$ cat src/rtl/aes_block_loader_if.sv
// Byte-stream ingress and block/key egress bundle for aes_block_loader.
// Master drives the byte stream and consumes blocks; slave is the loader.
interface aes_block_loader_if;
  logic [7:0]   s_data;
  logic         s_is_key;
  logic         s_valid;
  logic         s_ready;
  logic [127:0] block_out;
  logic [127:0] key_out;
  logic         out_valid;
  logic         out_ready;
  logic         key_valid;
  logic [3:0]   byte_cnt;
  logic         err_no_key;

  modport master (
    output s_data, s_is_key, s_valid, out_ready,
    input  s_ready, block_out, key_out, out_valid,
    input  key_valid, byte_cnt, err_no_key
  );

  modport slave (
    input  s_data, s_is_key, s_valid, out_ready,
    output s_ready, block_out, key_out, out_valid,
    output key_valid, byte_cnt, err_no_key
  );
endinterface

$ cat src/rtl/aes_block_loader.sv
// Byte-serial loader: assembles 16-byte key/plaintext groups into
// 128-bit words and holds them for the combinational AES-128 core.
module aes_block_loader #(
  parameter int BLOCK_BYTES = 16,
  parameter bit MSB_FIRST   = 1'b1
) (
  input  logic             clk,
  input  logic             rst_n,
  aes_block_loader_if.slave bus
);

  if (BLOCK_BYTES != 16) begin : g_bad_size
    $error("aes_block_loader supports only BLOCK_BYTES=16");
  end

  typedef enum logic {COLLECT, HOLD} state_e;

  state_e       state_q;
  logic [127:0] shadow_q;
  logic [127:0] shadow_d;
  logic [127:0] block_q;
  logic [127:0] key_q;
  logic [3:0]   cnt_q;
  logic         grp_key_q;
  logic         key_valid_q;
  logic         out_valid_q;
  logic         err_q;

  logic         accept;
  logic         grp_key;
  logic         drop;
  logic [3:0]   pos;

  assign accept  = bus.s_valid && (state_q == COLLECT);
  assign grp_key = (cnt_q == 4'd0) ? bus.s_is_key : grp_key_q;
  // Plaintext cannot start until a key exists; such bytes are swallowed.
  assign drop    = (cnt_q == 4'd0) && !bus.s_is_key && !key_valid_q;
  assign pos     = MSB_FIRST ? (4'd15 - cnt_q) : cnt_q;

  always_comb begin
    shadow_d = shadow_q;
    shadow_d[{pos, 3'b000} +: 8] = bus.s_data;
  end

  always_ff @(posedge clk or negedge rst_n) begin
    if (!rst_n) begin
      state_q     <= COLLECT;
      shadow_q    <= '0;
      block_q     <= '0;
      key_q       <= '0;
      cnt_q       <= '0;
      grp_key_q   <= 1'b0;
      key_valid_q <= 1'b0;
      out_valid_q <= 1'b0;
      err_q       <= 1'b0;
    end else begin
      err_q <= 1'b0;
      unique case (state_q)
        COLLECT: begin
          if (accept) begin
            if (drop) begin
              err_q <= 1'b1;
            end else begin
              shadow_q  <= shadow_d;
              grp_key_q <= grp_key;
              cnt_q     <= cnt_q + 4'd1;
              if (cnt_q == 4'd15) begin
                if (grp_key) begin
                  key_q       <= shadow_d;
                  key_valid_q <= 1'b1;
                end else begin
                  block_q     <= shadow_d;
                  out_valid_q <= 1'b1;
                  state_q     <= HOLD;
                end
              end
            end
          end
        end
        HOLD: begin
          if (bus.out_ready) begin
            out_valid_q <= 1'b0;
            state_q     <= COLLECT;
          end
        end
        default: ;
      endcase
    end
  end

  assign bus.s_ready    = (state_q == COLLECT);
  assign bus.block_out  = block_q;
  assign bus.key_out    = key_q;
  assign bus.out_valid  = out_valid_q;
  assign bus.key_valid  = key_valid_q;
  assign bus.byte_cnt   = cnt_q;
  assign bus.err_no_key = err_q;

endmodule

$ cat src/flat_wrapper.sv
// flat-port wrapper written by rule: the top's interface ports become plain ports
module aes_block_loader_flat 
#(
  parameter int BLOCK_BYTES = 16,
  parameter bit MSB_FIRST   = 1'b1
)
  (clk, rst_n, bus_s_data, bus_s_is_key, bus_s_valid, bus_out_ready, bus_s_ready, bus_block_out, bus_key_out, bus_out_valid, bus_key_valid, bus_byte_cnt, bus_err_no_key);
  aes_block_loader_if bus_i ();
  input  logic clk;
  input  logic rst_n;
  input wire logic [$bits(bus_i.s_data)-1:0] bus_s_data;
  input wire logic [$bits(bus_i.s_is_key)-1:0] bus_s_is_key;
  input wire logic [$bits(bus_i.s_valid)-1:0] bus_s_valid;
  input wire logic [$bits(bus_i.out_ready)-1:0] bus_out_ready;
  output wire logic [$bits(bus_i.s_ready)-1:0] bus_s_ready;
  output wire logic [$bits(bus_i.block_out)-1:0] bus_block_out;
  output wire logic [$bits(bus_i.key_out)-1:0] bus_key_out;
  output wire logic [$bits(bus_i.out_valid)-1:0] bus_out_valid;
  output wire logic [$bits(bus_i.key_valid)-1:0] bus_key_valid;
  output wire logic [$bits(bus_i.byte_cnt)-1:0] bus_byte_cnt;
  output wire logic [$bits(bus_i.err_no_key)-1:0] bus_err_no_key;
  assign bus_i.s_data = bus_s_data;
  assign bus_i.s_is_key = bus_s_is_key;
  assign bus_i.s_valid = bus_s_valid;
  assign bus_i.out_ready = bus_out_ready;
  assign bus_s_ready = bus_i.s_ready;
  assign bus_block_out = bus_i.block_out;
  assign bus_key_out = bus_i.key_out;
  assign bus_out_valid = bus_i.out_valid;
  assign bus_key_valid = bus_i.key_valid;
  assign bus_byte_cnt = bus_i.byte_cnt;
  assign bus_err_no_key = bus_i.err_no_key;
  aes_block_loader #(.BLOCK_BYTES(BLOCK_BYTES), .MSB_FIRST(MSB_FIRST)) u_core (.clk(clk), .rst_n(rst_n), .bus(bus_i));
endmodule
$ cat config.mk
export PLATFORM = sky130hd
export DESIGN_NAME = aes_block_loader_flat
export DESIGN_NICKNAME = d
export VERILOG_FILES = /design/src/rtl/aes_block_loader_if.sv /design/src/rtl/aes_block_loader.sv /design/src/flat_wrapper.sv
export SDC_FILE = /design/constraint.sdc
export NUM_CORES = 1
export LEC_CHECK = 0
export ABC_AREA = 1
export BUFFER_PORTS_ARGS = -buffer_cell sky130_fd_sc_hd__buf_2
export CAP_MARGIN = 30
export CELL_PAD_IN_SITES_DETAIL_PLACEMENT = 1
export CELL_PAD_IN_SITES_GLOBAL_PLACEMENT = 1
export CORE_ASPECT_RATIO = 0.7
export CORE_MARGIN = 3
export CORE_UTILIZATION = 45
export CTS_CLUSTER_DIAMETER = 60
export DETAILED_ROUTE_END_ITERATION = 8
export GPL_TIMING_DRIVEN = 0
export HOLD_SLACK_MARGIN = 0.05
export PLACE_DENSITY_LB_ADDON = 0.1
export SKIP_CTS_REPAIR_TIMING = 1
export SLEW_MARGIN = 20
export SYNTH_ARGS = -nofsm -noshare
export SYNTH_HDL_FRONTEND = slang
export SYNTH_SLANG_ARGS = --single-unit
$ cat constraint.sdc
create_clock -name clk -period 5.6 [get_ports clk]
set_input_delay 1.12 -clock clk [delete_from_list [all_inputs] [get_ports clk]]
set_output_delay 1.12 -clock clk [all_outputs]
set_load 0.1 [all_outputs]
==> reports/qor.csv <==
metric;value;unit
path_max_fanout;10;
nets;2415;
dieArea;0.0407;mm^2
firstDrtPassIters;5;
final_layout_size_suffix_gt1_share;19.4;%
numCtsBuffers;41;
synth_nets;2092;
synthCells;2074;
clkTransAtPathRegs;60;ps
multiInputGateArea;0.00623;mm^2
dp_cells;2842;
antenna_found_initial;6;
ios;277;
fin_crit_sh;59.6;%
portBuffers;276;
detail_route.iter0.violations;1272;
ys_seq_area_share;57.2;%
vias;16204;
synth_common_cells;857 x nand2_1, 432 x nand3_1, 393 x dfrtp_1;
hp-class;reg2reg;
post-route-drc-count;0;
rsz0062_at_grt;no;
synth.most_common_cell;nand2_1;
grt_pass1_vias;17113;
placed_area;0.0193;mm^2
slew_headroom;43.2;%
syn2layout_area_growth;20.5;%
routed_via_density;5.55;
grt_overflow;0;
clock_latency;560;ps
fmax;299;MHz
seqCellArea;0.00983;mm^2
post-route-util;55.4;%
arrival;3830;ps
cts_htree_levels;2;
skew;25.2;ps
cp-end-kind;flop;
tightest_slew;852;ps
cts_tree;done;
ys_types;24;
cts_sinks;393;
worstPathRequired;6090;ps
drv_slew;0;
antenna_left;0;
hold_viol_final;0;
yosysWarningCount;0;
synth_largest_area_cell;dfrtp_1;
synth_ff_type;dfrtp_1;
clock_path_buffers;3;
core;0.0374;mm^2
synthTopCellsByArea;dfrtp_1 57%, nand2_1 19%, nand3_1 13%;
ys_ff_latch;393;
drt-wirelength-per-cell;22.6;um
period_needed;3340;ps
syn_area;0.0172;mm^2
place_congestion;0.900;
die_w;240;um
rows;59;
syn_area_per_cell;8.30;um^2
async_flop_share;100;%
design_area;0.0207;mm^2
grt_pass1_wl;100;mm
num-fill-cells;4576;
clockRootBuffer;clkbuf_16;
dpl.hpwl;46.9;mm
synth_edf_count;0;
drv_cap;0;
start_kind;flop;
routed_wl;66.1;mm
grt_max_degree;89;
layoutNonFillerInstCount;2921;
globalRouteTotalUtil;32.5;%
yosysTopAreaCellShare;57.2;%
start_util;46.0;%
worstSetupPathType;reg2reg;
die_y;170;um
hold_slack;475;ps
setup_viol;0;
outcome;finished, final reports clean;
[cells in the final DEF (no fill, tap or decap), types with 9 or more instances in the layout]
cell / n
nand2_1: 857
nand3_1: 432
dfrtp_1: 393
buf_2: 325
inv_1: 138
o21ai_0: 70
clkbuf_16: 43
buf_4: 37
o21ai_1: 22
clkbuf_1: 22
inv_2: 13
clkbuf_8: 9
[final cells by class]
type | count | area share (%)
Sequential cell | 393 | 47.4
Multi-Input combinational cell | 1430 | 30.0
Timing Repair Buffer | 280 | 7.24
Clock buffer | 61 | 5.95
Tap cell | 488 | 2.94
Buffer | 100 | 2.78
Inverter | 151 | 2.73
Clock inverter | 13 | 0.845
Antenna cell | 5 | 0.0603
[critical path, stage by stage (launching register included)]
cell and delay [ps]:
dfrtp_1 540, buf_2 290, inv_1 140, ha_1 300, buf_2 210, inv_1 140, nor2_1 460, nand2_1 580
nand3_1 350, nand3_1 160, nand2_1 110
[sequential cells by signal, indices dropped and copies added, names as in the netlist]
name / cells
u_core.bus.block_out: 128
u_core.bus.key_valid: 1
u_core.bus.err_no_key: 1
u_core.shadow_q: 128
u_core.bus.key_out: 128
u_core.bus.byte_cnt: 4
u_core.bus.out_valid: 1
u_core.state_q: 1
u_core.grp_key_q: 1
[worst paths after layout]
kind	startpoint	endpoint	slack, ps	depth (start not counted)
worst max-delay path	u_core.bus.byte_cnt[0]	u_core.bus.block_out[108]	2260	10
worst min-delay path	u_core.bus.key_out[47]	u_core.bus.key_out[47]	480	2
worst max register to register	u_core.bus.byte_cnt[0]	u_core.bus.block_out[108]	2260	10
worst min register to register	u_core.bus.key_out[47]	u_core.bus.key_out[47]	480	2
max in group asynchronous	rst_n	u_core.bus.block_out[68]	3440	4
min in group asynchronous	rst_n	u_core.bus.key_out[13]	530	1
[kinds of logic (layout without fill, tap and decap cells)]
group	after synthesis	count (layout)	share of synthesized area, %
compound gates	94	94	2.76
xor+xnor	1	1	0.0509
fa+ha+maj	5	5	0.364
buf+inv	251	605	6.65
flops	393	393	57.2
other cells	0	5	0
simple gates	1330	1330	33.0
[metal layers]
metal / part of all wire [%] / GRT usage [%] / vias to the layer above
li1: - / - / 7280
met1: 42 / 42.4 / 8165
met2: 45 / 51.2 / 580
met3: 7.5 / 8.06 / 179
met4: 4.9 / 15.4 / 0
met5: 0 / 0 / -
[stage by stage]
stage | worst slack, ps | TNS (ps)
2_1_floorplan | 2690 | 0
5_1_grt | 2210 | 0
3_3_place_gp | -4620 | -1799030
4_1_cts | 2490 | 0
6_report | 2260 | 0
3_5_place_dp | 2510 | 0
Power is left out: the tool's default activity adds up to more than one toggle a clock period on the data nets, which glitch-free logic cannot reach.
